## config.mk

```make
export PLATFORM = sky130hd
export DESIGN_NAME = aes_round_sequencer
export DESIGN_NICKNAME = d
export VERILOG_FILES = /design/src/rtl/aes_round_sequencer.sv
export SDC_FILE = /design/constraint.sdc
export NUM_CORES = 1
export LEC_CHECK = 0
export ABC_CLOCK_PERIOD_IN_PS = 2600
export BUFFER_PORTS_ARGS = -buffer_cell sky130_fd_sc_hd__buf_4
export CAP_MARGIN = 5
export CELL_PAD_IN_SITES_DETAIL_PLACEMENT = 0
export CELL_PAD_IN_SITES_GLOBAL_PLACEMENT = 1
export CORE_AREA = 4 4 64 66
export CTS_BUF_LIST = sky130_fd_sc_hd__clkbuf_4 sky130_fd_sc_hd__clkbuf_8
export CTS_CLUSTER_SIZE = 40
export DETAILED_ROUTE_END_ITERATION = 12
export DIE_AREA = 0 0 68 70
export HOLD_SLACK_MARGIN = 0.12
export PLACE_DENSITY = 0.79
export SYNTH_ARGS = -nofsm -noshare
export SYNTH_HDL_FRONTEND = slang
export SYNTH_SLANG_ARGS = --single-unit
```

## constraint.sdc

```tcl
create_clock -name clock -period 2.6 [get_ports clock]
set_input_delay 0.52 -clock clock [delete_from_list [all_inputs] [get_ports clock]]
set_output_delay 0.52 -clock clock [all_outputs]
set_load 0.005 [all_outputs]
```

## src/rtl/aes_round_sequencer.sv

```systemverilog
// Control FSM for an iterative AES core: load, key handshake, initial AddRoundKey,
// Nr rounds (encrypt or decrypt) and read-out, each matrix pass split into BEATS beats.
module aes_round_sequencer #(
  parameter int BEATS = 4,
  parameter int IDX_W = (BEATS > 1) ? $clog2(BEATS) : 1
) (
  input  logic             clock,
  input  logic             reset_n,
  input  logic             start_write_n,
  input  logic             start_read_n,
  input  logic             mode_dec,
  input  logic [1:0]       key_len,
  input  logic             key_expand_done,
  input  logic             hold,
  input  logic             abort,
  output logic             busy,
  output logic             done,
  output logic             key_start,
  output logic [1:0]       key_len_q,
  output logic             inv_op,
  output logic [3:0]       matrix_in_sel,
  output logic             matrix_write_enable,
  output logic             in_row_col,
  output logic             out_row_col,
  output logic [IDX_W-1:0] in_idx,
  output logic [IDX_W-1:0] out_idx,
  output logic [3:0]       rk_idx,
  output logic [5:0]       dbg_state,
  output logic [3:0]       dbg_round
);

  typedef enum logic [3:0] {
    IDLE     = 4'd0,
    LOAD     = 4'd1,
    KEY_WAIT = 4'd2,
    ARK0     = 4'd3,
    SUB      = 4'd4,
    SHIFT    = 4'd5,
    MIX      = 4'd6,
    ARK      = 4'd7,
    DONE     = 4'd8,
    READ     = 4'd9
  } state_t;

  localparam logic [IDX_W-1:0] LAST_BEAT = IDX_W'(BEATS - 1);

  state_t           state, state_d;
  logic [IDX_W-1:0] beat, beat_d;
  logic [3:0]       round, round_d;
  logic             key_rdy, key_rdy_d;
  logic             inv_op_d;
  logic [1:0]       key_len_d;
  logic [3:0]       nr;
  logic             last_beat, final_round, stallable, writing, step, phase_end;

  always_comb begin
    case (key_len_q)
      2'b01:   nr = 4'd12;
      2'b10:   nr = 4'd14;
      default: nr = 4'd10;
    endcase
  end

  assign stallable   = (state == LOAD) || (state == ARK0) || (state == SUB) || (state == SHIFT) ||
                       (state == MIX) || (state == ARK) || (state == READ);
  assign writing     = stallable && (state != READ);
  assign last_beat   = (beat == LAST_BEAT);
  assign final_round = (round == nr);
  assign step        = stallable && !hold;
  assign phase_end   = step && last_beat;

  always_ff @(posedge clock or negedge reset_n) begin
    if (!reset_n) begin
      state     <= IDLE;
      beat      <= '0;
      round     <= 4'd0;
      key_rdy   <= 1'b0;
      inv_op    <= 1'b0;
      key_len_q <= 2'b00;
    end else begin
      state     <= state_d;
      beat      <= beat_d;
      round     <= round_d;
      key_rdy   <= key_rdy_d;
      inv_op    <= inv_op_d;
      key_len_q <= key_len_d;
    end
  end

  // Round ends on ARK for encrypt (MIX precedes it) and on MIX for decrypt (MIX follows ARK).
  always_comb begin
    state_d   = state;
    beat_d    = beat;
    round_d   = round;
    key_rdy_d = key_rdy;
    inv_op_d  = inv_op;
    key_len_d = key_len_q;
    if (step) beat_d = last_beat ? '0 : beat + 1'b1;
    if ((state == LOAD || state == KEY_WAIT) && key_expand_done) key_rdy_d = 1'b1;
    case (state)
      IDLE: begin
        key_rdy_d = 1'b0;
        if (!start_write_n) begin
          state_d   = LOAD;
          inv_op_d  = mode_dec;
          key_len_d = (key_len == 2'b11) ? 2'b00 : key_len;
          beat_d    = '0;
          round_d   = 4'd0;
        end
      end
      LOAD:     if (phase_end) state_d = (key_rdy || key_expand_done) ? ARK0 : KEY_WAIT;
      KEY_WAIT: if (key_expand_done) state_d = ARK0;
      ARK0: if (phase_end) begin
        round_d = 4'd1;
        state_d = inv_op ? SHIFT : SUB;
      end
      SUB:   if (phase_end) state_d = inv_op ? ARK : SHIFT;
      SHIFT: if (phase_end) state_d = inv_op ? SUB : (final_round ? ARK : MIX);
      MIX: if (phase_end) begin
        if (inv_op) begin
          round_d = round + 4'd1;
          state_d = SHIFT;
        end else begin
          state_d = ARK;
        end
      end
      ARK: if (phase_end) begin
        if (final_round) begin
          state_d = DONE;
        end else if (inv_op) begin
          state_d = MIX;
        end else begin
          round_d = round + 4'd1;
          state_d = SUB;
        end
      end
      DONE: if (!start_read_n) state_d = READ;
      READ: if (phase_end) state_d = IDLE;
      default: begin
        state_d = IDLE;
        beat_d  = '0;
        round_d = 4'd0;
      end
    endcase
    if (abort && state != IDLE) begin
      state_d   = IDLE;
      beat_d    = '0;
      round_d   = 4'd0;
      key_rdy_d = 1'b0;
    end
  end

  always_comb begin
    matrix_in_sel = 4'd0;
    in_row_col    = 1'b0;
    case (state)
      LOAD:      in_row_col = 1'b1;
      ARK0, ARK: begin
        matrix_in_sel = 4'd4;
        in_row_col    = 1'b1;
      end
      SUB:       matrix_in_sel = 4'd1;
      SHIFT:     matrix_in_sel = 4'd2;
      MIX: begin
        matrix_in_sel = 4'd3;
        in_row_col    = 1'b1;
      end
      default: ;
    endcase
  end

  assign busy                = (state != IDLE) && (state != DONE);
  assign done                = (state == DONE);
  assign key_start           = (state == LOAD) && (beat == '0) && !hold && !abort;
  assign matrix_write_enable = writing && !hold && !abort;
  assign out_row_col         = (state == READ) || in_row_col;
  assign in_idx              = writing ? beat : '0;
  assign out_idx             = beat;
  assign rk_idx              = (state == IDLE) ? 4'd0 : (inv_op ? (nr - round) : round);
  assign dbg_state           = {2'b00, state};
  assign dbg_round           = round;

endmodule
```

==> flow_summary.yaml, run 1 <==
setup_path:
  endpoint_kind: "primary output"
  slowest_delay_ns: 0.40
  crit_type: "reg -> out"
  path_buf_inv: 3
  crit_family: "flip-flops"
  crit_path_start_kind: "flip-flop"
  cp.required_ns: 2.08
  cp_max_fo: 3
  path_cells: "inv_1 > ha_2 > inv_2 > ha_4 > nor2b_1 > o21a_1 > o21ai_2 > xor2_1 > nor2_1 > buf_4"
  critPathSlowestCell: "dfrtp_1"
  cp.arrival_ns: 2.00
timing:
  period_minus_slack_ns: 2.516
  setup_viol: 0
  drv_slew: 0
  hold_viol_final: 0
  fmax_mhz: 397.4
  rsz0062_at_grt: "true"
  fin_worst_skew_ns: 0.007690
  slew_headroom: 0.6431
  fin_crit_sh: 0.9679
  worst_pin_slew_ns: 0.5287
clock_tree:
  cts_made_buffers: 3
  clock_path_buffers: 2
  cts.sinks: 14
  cts_root_buf: "clkbuf_4"
  clk_latency_ns: 0.28
  htree_levels: 1
  cts_tree: "done"
  clk_pin_slew_worst_paths_ns: 0.10
power:
  vdd_drop_max_mv: 0.4346
  powerDensity_mw_per_mm2: 971.9
  leakagePower_nw: 0.7805
synthesis:
  synth-seq-area-share: 0.2667
  synthArstFlopShare: 1.000
  postSynthAreaPerCell_sq_um: 8.011
  netlist_area_sq_mm: 0.001314
  yosysWarningCount: 0
  syn_inst: 164
  ys_ff_latch: 14
  ys_types: 52
  synth-edff-count: 0
  synth_flop_cell: "dfrtp_1"
global_route:
  gr-usage-all-layers: 0.1615
  grt_max_degree: 15
  grt_pass1_vias: 1277
  grt_pass1_wl_microns: 6065
  grt-ovfl-total: 0
  antenna_found_initial: 0
routing:
  ant_nets: 0
  vias: 1301
  first_pass_iters: 4
  post_drt_wl_per_cell_microns: 14.53
  drt_iter0_markers: 54
  viasPerCell: 5.225
  post-route-drc-count: 0
  totalWireLength_microns: 3618
run_status:
  status: "complete, no violations"
finish:
  nets: 220
  fin_util: 0.4780
  area_growth_pct: 30.19
  num_antenna_cells: 0
  fillers: 357
  final_area_sq_mm: 0.001710
  fin_cells: 249
  layout-drive-gt1-share: 0.3284
floorplan:
  die_area_sq_mm: 0.004760
  die_h_microns: 70
  rows: 22
  coreArea_sq_mm: 0.003578
  die_width_microns: 68
  pin_count: 41
  initial_core_util: 0.3671
placed_design:
  place_congestion: 0.8622
  dpl.hpwl_microns: 2777
  io_buffers: 37
  placed_area_sq_mm: 0.001615
  numPlacedInstances: 242
run:
  max_cap_viol_count: 0
worst_hold_path:
  min_path_type: "in -> reg"
-- what timing repair did --
action                                 4_1_cts  5_1_grt
setup endpoints to repair                    1        2
hold buffers                                 1        0
buffers inserted                             0        2
pin swaps                                    0        2
resized for setup                            1        6
cloned                                       0        0
endpoints found under the hold margin       14        0
-- Yosys cell counts, types with 4 or more instances --
| cell type | count | area share |
|---|---|---|
| a21oi_1 | 4 | 0.015 |
| o21ai_0 | 5 | 0.019 |
| nor3_1 | 10 | 0.038 |
| buf_2 | 5 | 0.019 |
| nand2b_1 | 5 | 0.024 |
| nor2_1 | 19 | 0.054 |
| mux2i_1 | 4 | 0.030 |
| clkbuf_1 | 4 | 0.011 |
| inv_1 | 12 | 0.034 |
| o31ai_1 | 4 | 0.023 |
| nand2_1 | 14 | 0.040 |
| ha_1 | 7 | 0.067 |
| dfrtp_1 | 14 | 0.27 |
-- stage by stage --
stage	TNS [ns]	setup slack (ns)	hold slack, ns	total power [mW]
floorplan	0	0.4161	0.2244	1.066
global placement	0	0.3165	0.3871	1.410
detailed placement	0	0.2354	0.3879	1.433
CTS	0	0.01123	0.4425	1.607
global route	-0.04465	-0.04465	0.4429	1.828
finish	0	0.08354	0.4558	1.662
-- power breakdown --
group          switching (mW)  total, mW  internal (mW)
clock                  0.0780      0.163         0.0852
combinational           0.540       1.11          0.572
sequential              0.114      0.387          0.273
total                   0.732       1.66          0.931
-- state kept, by name, indices dropped and copies added (netlist names) --
signal and cells:
out_idx 2, state 4, key_len_q 2, inv_op 1, key_rdy 1, dbg_round 4
-- cell usage in the layout (no fill, tap or decap), types with 3 or more instances in the layout --
cell      synthesis  routed
o22ai_1           3       3
a21oi_1           4       4
o31ai_1           4       4
clkbuf_4          0       3
nand3_1           3       3
nor4_1            3       3
nand2_1          14      14
o21a_1            3       3
conb_1            1       3
nand2b_1          5       5
dfrtp_1          14      14
inv_1            12      11
nor2_1           19      18
mux2i_1           4       4
nor3_1           10      10
ha_1              7       4
o21ai_0           5       4
buf_4             3      45
-- final cells by class --
class / count / area, sq um / area share
timing repair buffer: 46 / 347.8 / 0.2034
inverter: 12 / 45.04 / 0.02634
multi-input combinational: 125 / 870.8 / 0.5091
sequential: 14 / 350.3 / 0.2048
clock buffer: 4 / 36.28 / 0.02121
tap: 48 / 60.06 / 0.03511
-- logic make-up after synthesis --
logic type | count (synthesis) | synth area share
xor+xnor | 4 | 0.02667
other cells | 1 | 0.002854
fa+ha+maj | 8 | 0.08190
simple gates | 70 | 0.2762
compound gates | 33 | 0.1819
buf+inv | 27 | 0.1019
mux | 7 | 0.06191
flops | 14 | 0.2667
-- worst paths after layout --
check	end	depth (start not counted)	slack (ns)	start
max	rk_idx[3]	10	0.08	key_len_q[1]$_DFFE_PN0P_
max reg2reg	dbg_round[0]$_DFFE_PN0P_	10	0.29	key_len_q[1]$_DFFE_PN0P_
max in group asynchronous	dbg_round[2]$_DFFE_PN0P_	2	1.80	reset_n
min in group asynchronous	state[2]$_DFFE_PN0P_	2	0.62	reset_n
min	inv_op$_DFFE_PN0P_	2	0.46	mode_dec
min reg2reg	key_len_q[0]$_DFFE_PN0P_	2	0.55	key_len_q[0]$_DFFE_PN0P_
-- worst register-to-register path, cell delays in order (launching register included) --
cell      delay [ns]
dfrtp_1         0.40
inv_1           0.07
ha_2            0.18
inv_2           0.05
ha_4            0.20
ha_1            0.17
nand3_1         0.16
nor3b_1         0.36
a211oi_2        0.09
nor2_2          0.20
mux2_4          0.31
-- routing by layer --
layer / share of wire / global-route usage
met5: 0 / 0
met4: 0.0050 / 0.04636
met3: 0.070 / 0.03055
met2: 0.48 / 0.2570
met1: 0.44 / 0.2179
No activity file was read; power rests on OpenSTA's default activity.
==> run 2, diff against run 1 <==
ABC_AREA = 1   (was not set)
CORE_AREA = 4 4 66 68   (was 4 4 64 66)
DIE_AREA = 0 0 70 72   (was 0 0 68 70)
==> run 2 against run 1 <==
Via count increased by 2.9%. Critical path depth is 1 lower. Core utilization decreased by 3.9 points. Combinational power about the same. Non-clock buffer count down 8. Sequential power about the same. Synthesized area increased by 0.95%. Final cell count rose by 19%. Worst hold slack gained 0.0078 ns.
==> flow_summary.yaml, run 2 <==
finish:
  nets: 267
  area_growth_pct: 27.55
  num_antenna_cells: 0
  fillers: 454
  fin_util: 0.4387
  mostFrequentLayoutCells: "nand2_1 (58), buf_4 (37), nor2_1 (30)"
  layout_commonest_cell: "nand2_1"
  layout-drive-gt1-share: 0.2389
  final_area_sq_mm: 0.001692
floorplan:
  die_h_microns: 72
  coreArea_sq_mm: 0.003856
  die_area_sq_mm: 0.005040
  rows: 23
  die_width_microns: 70
  pin_count: 41
  initial_core_util: 0.3439
power:
  p_sw_mw: 0.8284
  pwr-share-clk: 0.105
  combPwrFrac: 0.663
  power.internal_mw: 0.8382
  leakagePower_nw: 0.9440
  vdd_drop_max_mv: 0.3748
  sequentialPowerShare: 0.232
  p_sw_frac: 0.4971
  powerDensity_mw_per_mm2: 985.2
clock_tree:
  cts_tree: "done"
  clk_latency_ns: 0.24
  cts_root_buf: "clkbuf_8"
  ctsResizeCount: 0
  clk_pin_slew_worst_paths_ns: 0.05
  cts_made_buffers: 3
  htree_levels: 1
  clock_path_buffers: 2
  cts.sinks: 14
timing:
  holdWs_ns: 0.4636
  tns_ns: 0
  period_minus_slack_ns: 2.375
  fin_crit_sh: 0.9133
  fmax_mhz: 421.1
  hold_viol_final: 0
  setup_viol: 0
  rsz0062_at_grt: "false"
  drv_slew: 0
  fin_worst_skew_ns: 0.003616
global_route:
  gr-usage-all-layers: 0.1469
  grt_pass1_wl_microns: 6065
  grt-ovfl-total: 0
  grt_pass1_vias: 1337
  grt_max_degree: 15
  antenna_found_initial: 0
synthesis:
  synthArstFlopShare: 1.000
  synth-edff-count: 0
  synth-seq-area-share: 0.2642
  synth_most_common_cell: "nand2_1"
  syn_inst: 209
  synthTopCellsByArea: "dfrtp_1 (26%), nand2_1 (16%), nor2_1 (8.5%)"
  yosys-top-cells-count: "nand2_1 (58), nor2_1 (30), inv_1 (25)"
  postSynthAreaPerCell_sq_um: 6.346
  synth_flop_cell: "dfrtp_1"
  netlist_area_sq_mm: 0.001326
  yosysWarningCount: 0
  synth.largest_area_cell: "dfrtp_1"
  ys_ff_latch: 14
  ys_types: 28
  yosysTopAreaCellShare: 0.2642
routing:
  vias: 1339
  viasPerCell: 4.508
  first_pass_iters: 4
  drt_iter0_markers: 52
  post_drt_wl_per_cell_microns: 11.95
  ant_nets: 0
  totalWireLength_microns: 3549
  post-route-drc-count: 0
setup_path:
  cp.arrival_ns: 1.85
  path_buf_inv: 2
  critPathSlowestCell: "dfrtp_1"
  cp.required_ns: 2.08
  crit_family: "adder cells"
  path_cells: "ha_1 > inv_1 > ha_1 > a21oi_1 > nand2_1 > nand2_1 > o21ai_0 > a21oi_1 > buf_4"
  slowest_delay_ns: 0.40
  cp_max_fo: 5
  crit_path_start_kind: "flip-flop"
  crit_type: "reg -> out"
  endpoint_kind: "primary output"
placed_design:
  dpl.hpwl_microns: 2840
  io_buffers: 37
  placed_area_sq_mm: 0.001640
  place_congestion: 0.7807
run_status:
  status: "complete, no violations"
run:
  max_cap_viol_count: 0
worst_hold_path:
  min_path_type: "in -> reg"
==> run 2: changes by cell type after synthesis, sizes merged, moves of 4 or more <==
cell	delta
nand2	+50
inv	+17
nand3	+17
nor2	+14
buf	-7
o21ai	+6
nand2b	-5
mux2i	-4
nor3	-4
nor4	-4
o31ai	-4
==> run 2: cell families after synthesis <==
| family | count (synthesis) | synth area share |
|---|---|---|
| compound gates | 24 | 0.1123 |
| xor+xnor | 2 | 0.01321 |
| fa+ha+maj | 8 | 0.08113 |
| buf+inv | 34 | 0.1075 |
| flops | 14 | 0.2642 |
| other cells | 1 | 0.002827 |
| simple gates | 126 | 0.4189 |
==> run 2: through the flow <==
step / setup WS [ns] / instances / power, mW
5_1_grt: 0.06666 / 297 / 1.856
6_report: 0.2254 / 297 / 1.667
3_5_place_dp: 0.4808 / 293 / 1.502
3_3_place_gp: 0.5215 / 293 / 1.502
2_1_floorplan: 0.6318 / 211 / 1.098
4_1_cts: 0.2104 / 297 / 1.695
==> run 2: path summary, 6_finish.rpt <==
path	slack, ns	endpoint	cells after the start	start
min	0.46	key_len_q[1]$_DFFE_PN0P_	2	key_len[0]
min reg2reg	0.52	key_len_q[1]$_DFFE_PN0P_	2	key_len_q[1]$_DFFE_PN0P_
max reg2reg	0.55	dbg_round[2]$_DFFE_PN0P_	15	key_len_q[1]$_DFFE_PN0P_
max in group asynchronous	1.76	key_len_q[1]$_DFFE_PN0P_	2	reset_n
min in group asynchronous	0.67	dbg_round[3]$_DFFE_PN0P_	2	reset_n
max	0.23	rk_idx[3]	9	key_len_q[0]$_DFFE_PN0P_
==> run 2: power by group through the flow <==
stage / Clock [mW] / Sequential, mW / Combinational (mW)
2_1_floorplan: 0 / 0.348 / 0.750
3_3_place_gp: 0 / 0.388 / 1.11
4_1_cts: 0.188 / 0.388 / 1.12
3_5_place_dp: 0 / 0.391 / 1.11
5_1_grt: 0.192 / 0.401 / 1.26
6_report: 0.175 / 0.387 / 1.10
==> run 2: cell type report <==
| type | instances | area [sq um] | share of cell area |
|---|---|---|---|
| timing repair buffer | 38 | 287.8 | 0.1701 |
| inverter | 29 | 108.9 | 0.06435 |
| multi-input combinational | 163 | 840.8 | 0.4970 |
| tap | 50 | 62.56 | 0.03698 |
| sequential | 14 | 350.3 | 0.2071 |
| clock buffer | 3 | 41.29 | 0.02441 |
==> run 2: what timing repair did <==
action	4_1_cts	5_1_grt
buffers inserted	0	0
hold buffers	1	0
endpoints found under the hold margin	4	0
==> run 2: metal layers <==
metal  GRT usage  up-vias  share of wire
li1            -      733              -
met1      0.1986      568           0.49
met2      0.2361       36           0.44
met3     0.03186        2          0.068
met4     0.04468        0         0.0048
met5           0        -              0
==> run 3, diff against run 2 <==
--- a/config.mk
+++ b/config.mk
@@ -17,4 +17,5 @@
 export DETAILED_ROUTE_END_ITERATION = 12
 export DIE_AREA = 0 0 70 72
+export GPL_ROUTABILITY_DRIVEN = 0
 export HOLD_SLACK_MARGIN = 0.12
 export PLACE_DENSITY = 0.79
==> constraint.sdc (replaced) <==
create_clock -name clock -period 2.6 [get_ports clock]
set_input_delay 0.52 -clock clock [delete_from_list [all_inputs] [get_ports clock]]
set_output_delay 0.52 -clock clock [all_outputs]
set_load 0.05 [all_outputs]
==> run 3 against run 2 <==
Core utilization up 2.3 points. Final cell count up 1.0%. Combinational power grew 63%. Worst hold slack worse by 0.012 ns. Wire length increased by 8.9%. Setup slack lost 0.085 ns. First-iteration DRC count rose by 140%. Flip-flop and latch count stayed put. Global-route usage grew 1.2 points. Clock power up 26%. Critical endpoint unchanged. Largest power group unchanged. Highest routed layer unchanged.
==> flow_summary.yaml, run 3 (synthesis results as in run 2) <==
run_status:
  status: "complete, no violations"
placed_design:
  placed_area_sq_mm: 0.001698
  dpl.hpwl_microns: 3154
  io_buffers: 37
worst_hold_path:
  min_path_type: "in -> reg"
  min_path_cells: 2
clock_tree:
  post-cts-setup-buffer-count: 0
  clk_latency_ns: 0.25
  cts_tree: "done"
  cts_root_buf: "clkbuf_8"
  cts_made_buffers: 3
  clock_path_buffers: 2
  clk_pin_slew_worst_paths_ns: 0.06
  htree_levels: 1
  cts.sinks: 14
global_route:
  grt_max_degree: 15
  grt_pass1_vias: 1382
  grt_pass1_wl_microns: 6548
  gr-usage-all-layers: 0.1590
  antenna_found_initial: 0
  grt-ovfl-total: 0
floorplan:
  die_area_sq_mm: 0.005040
  die_h_microns: 72
  die_width_microns: 70
  initial_core_util: 0.3439
  rows: 23
  coreArea_sq_mm: 0.003856
  pin_count: 41
routing:
  ant_nets: 0
  post_drt_wl_per_cell_microns: 12.89
  vias: 1446
  viasPerCell: 4.820
  first_pass_iters: 4
  drt_iter0_markers: 124
  totalWireLength_microns: 3866
  post-route-drc-count: 0
setup_path:
  cp.required_ns: 2.08
  crit_type: "reg -> out"
  endpoint_kind: "primary output"
  cp_max_fo: 5
  crit_path_start_kind: "flip-flop"
  reg2reg_depth: 15
  cp.arrival_ns: 1.94
timing:
  fin_crit_sh: 0.9459
  fin_worst_skew_ns: 0.002763
  setup_viol: 0
  rsz0062_at_grt: "false"
  drv_slew: 0
  tns_ns: 0
  fmax_mhz: 406.6
  hold_viol_final: 0
  holdWs_ns: 0.4515
  period_minus_slack_ns: 2.459
finish:
  nets: 269
  layout_commonest_cell: "nand2_1"
  layout-drive-gt1-share: 0.2760
  fin_util: 0.4614
  final_area_sq_mm: 0.001779
  mostFrequentLayoutCells: "nand2_1 (58), buf_4 (38), nor2_1 (30)"
  num_antenna_cells: 0
  area_growth_pct: 34.15
power:
  vdd_drop_max_mv: 0.5130
  powerDensity_mw_per_mm2: 1340
  power.total_mw: 2.385
  leakagePower_nw: 0.9693
run:
  max_cap_viol_count: 0
## run 3: cell count changes in the layout (fill, tap and decap cells not counted), sizes merged
cell and change:
clkbuf +1, buf +2
## run 3: critical path, stage by stage (launching register included)
cell and delay (ns):
dfrtp_1 0.40, ha_1 0.30, inv_1 0.08, ha_4 0.21
a21oi_1 0.12, nand2_1 0.06, nand2_1 0.12, o21ai_1 0.11
a21oi_4 0.12, buf_6 0.17
## run 3: path summary, 6_finish.rpt
check                                          from                        to  slack (ns)
setup / recovery           key_len_q[0]$_DFFE_PN0P_                 rk_idx[3]        0.14
min in group asynchronous                   reset_n      state[2]$_DFFE_PN0P_        0.66
hold reg to reg            key_len_q[1]$_DFFE_PN0P_  key_len_q[1]$_DFFE_PN0P_        0.52
setup reg to reg           key_len_q[1]$_DFFE_PN0P_  dbg_round[0]$_DFFE_PN0P_        0.50
max in group asynchronous                   reset_n  key_len_q[1]$_DFFE_PN0P_        1.74
hold / removal                           key_len[0]  key_len_q[1]$_DFFE_PN0P_        0.45
## run 3: through the flow
| stage | worst slack [ns] | std cells |
|---|---|---|
| after CTS | 0.02944 | 300 |
| after detailed placement | 0.2489 | 295 |
| after global routing | 0.03463 | 300 |
| after global placement | 0.2912 | 295 |
| after floorplan | -0.06397 | 211 |
| final | 0.1407 | 300 |
## run 3: report_power, final
part	leakage, nW	switching (mW)	internal [mW]
registers	0.186	0.0875	0.281
logic	0.755	1.26	0.539
clock network	0.0288	0.0869	0.134
total	0.969	1.43	0.955
## run 3: final cells by class
type | instances | area [sq um]
Clock buffer | 4 | 55.05
Fill cell | 440 | 2077
Inverter | 29 | 108.9
Multi-Input combinational cell | 163 | 894.6
Sequential cell | 14 | 351.6
Tap cell | 50 | 62.56
Timing Repair Buffer | 40 | 306.5
## run 3: timing repair
action	CTS	global route
endpoints found under the hold margin	4	0
resized for setup	1	2
hold buffers	1	0
endpoints found under the setup margin	1	1
pin swaps	0	0
## run 3: per-layer routing
metal / vias to the layer above / routed length [microns] / share of wire / track usage
met2: 41 / 1921 / 0.50 / 0.2791
met4: 0 / 21 / 0.0054 / 0.03404
li1: 741 / - / - / -
met5: - / 0 / 0 / 0
met1: 660 / 1731 / 0.45 / 0.2052
met3: 4 / 192 / 0.050 / 0.02909
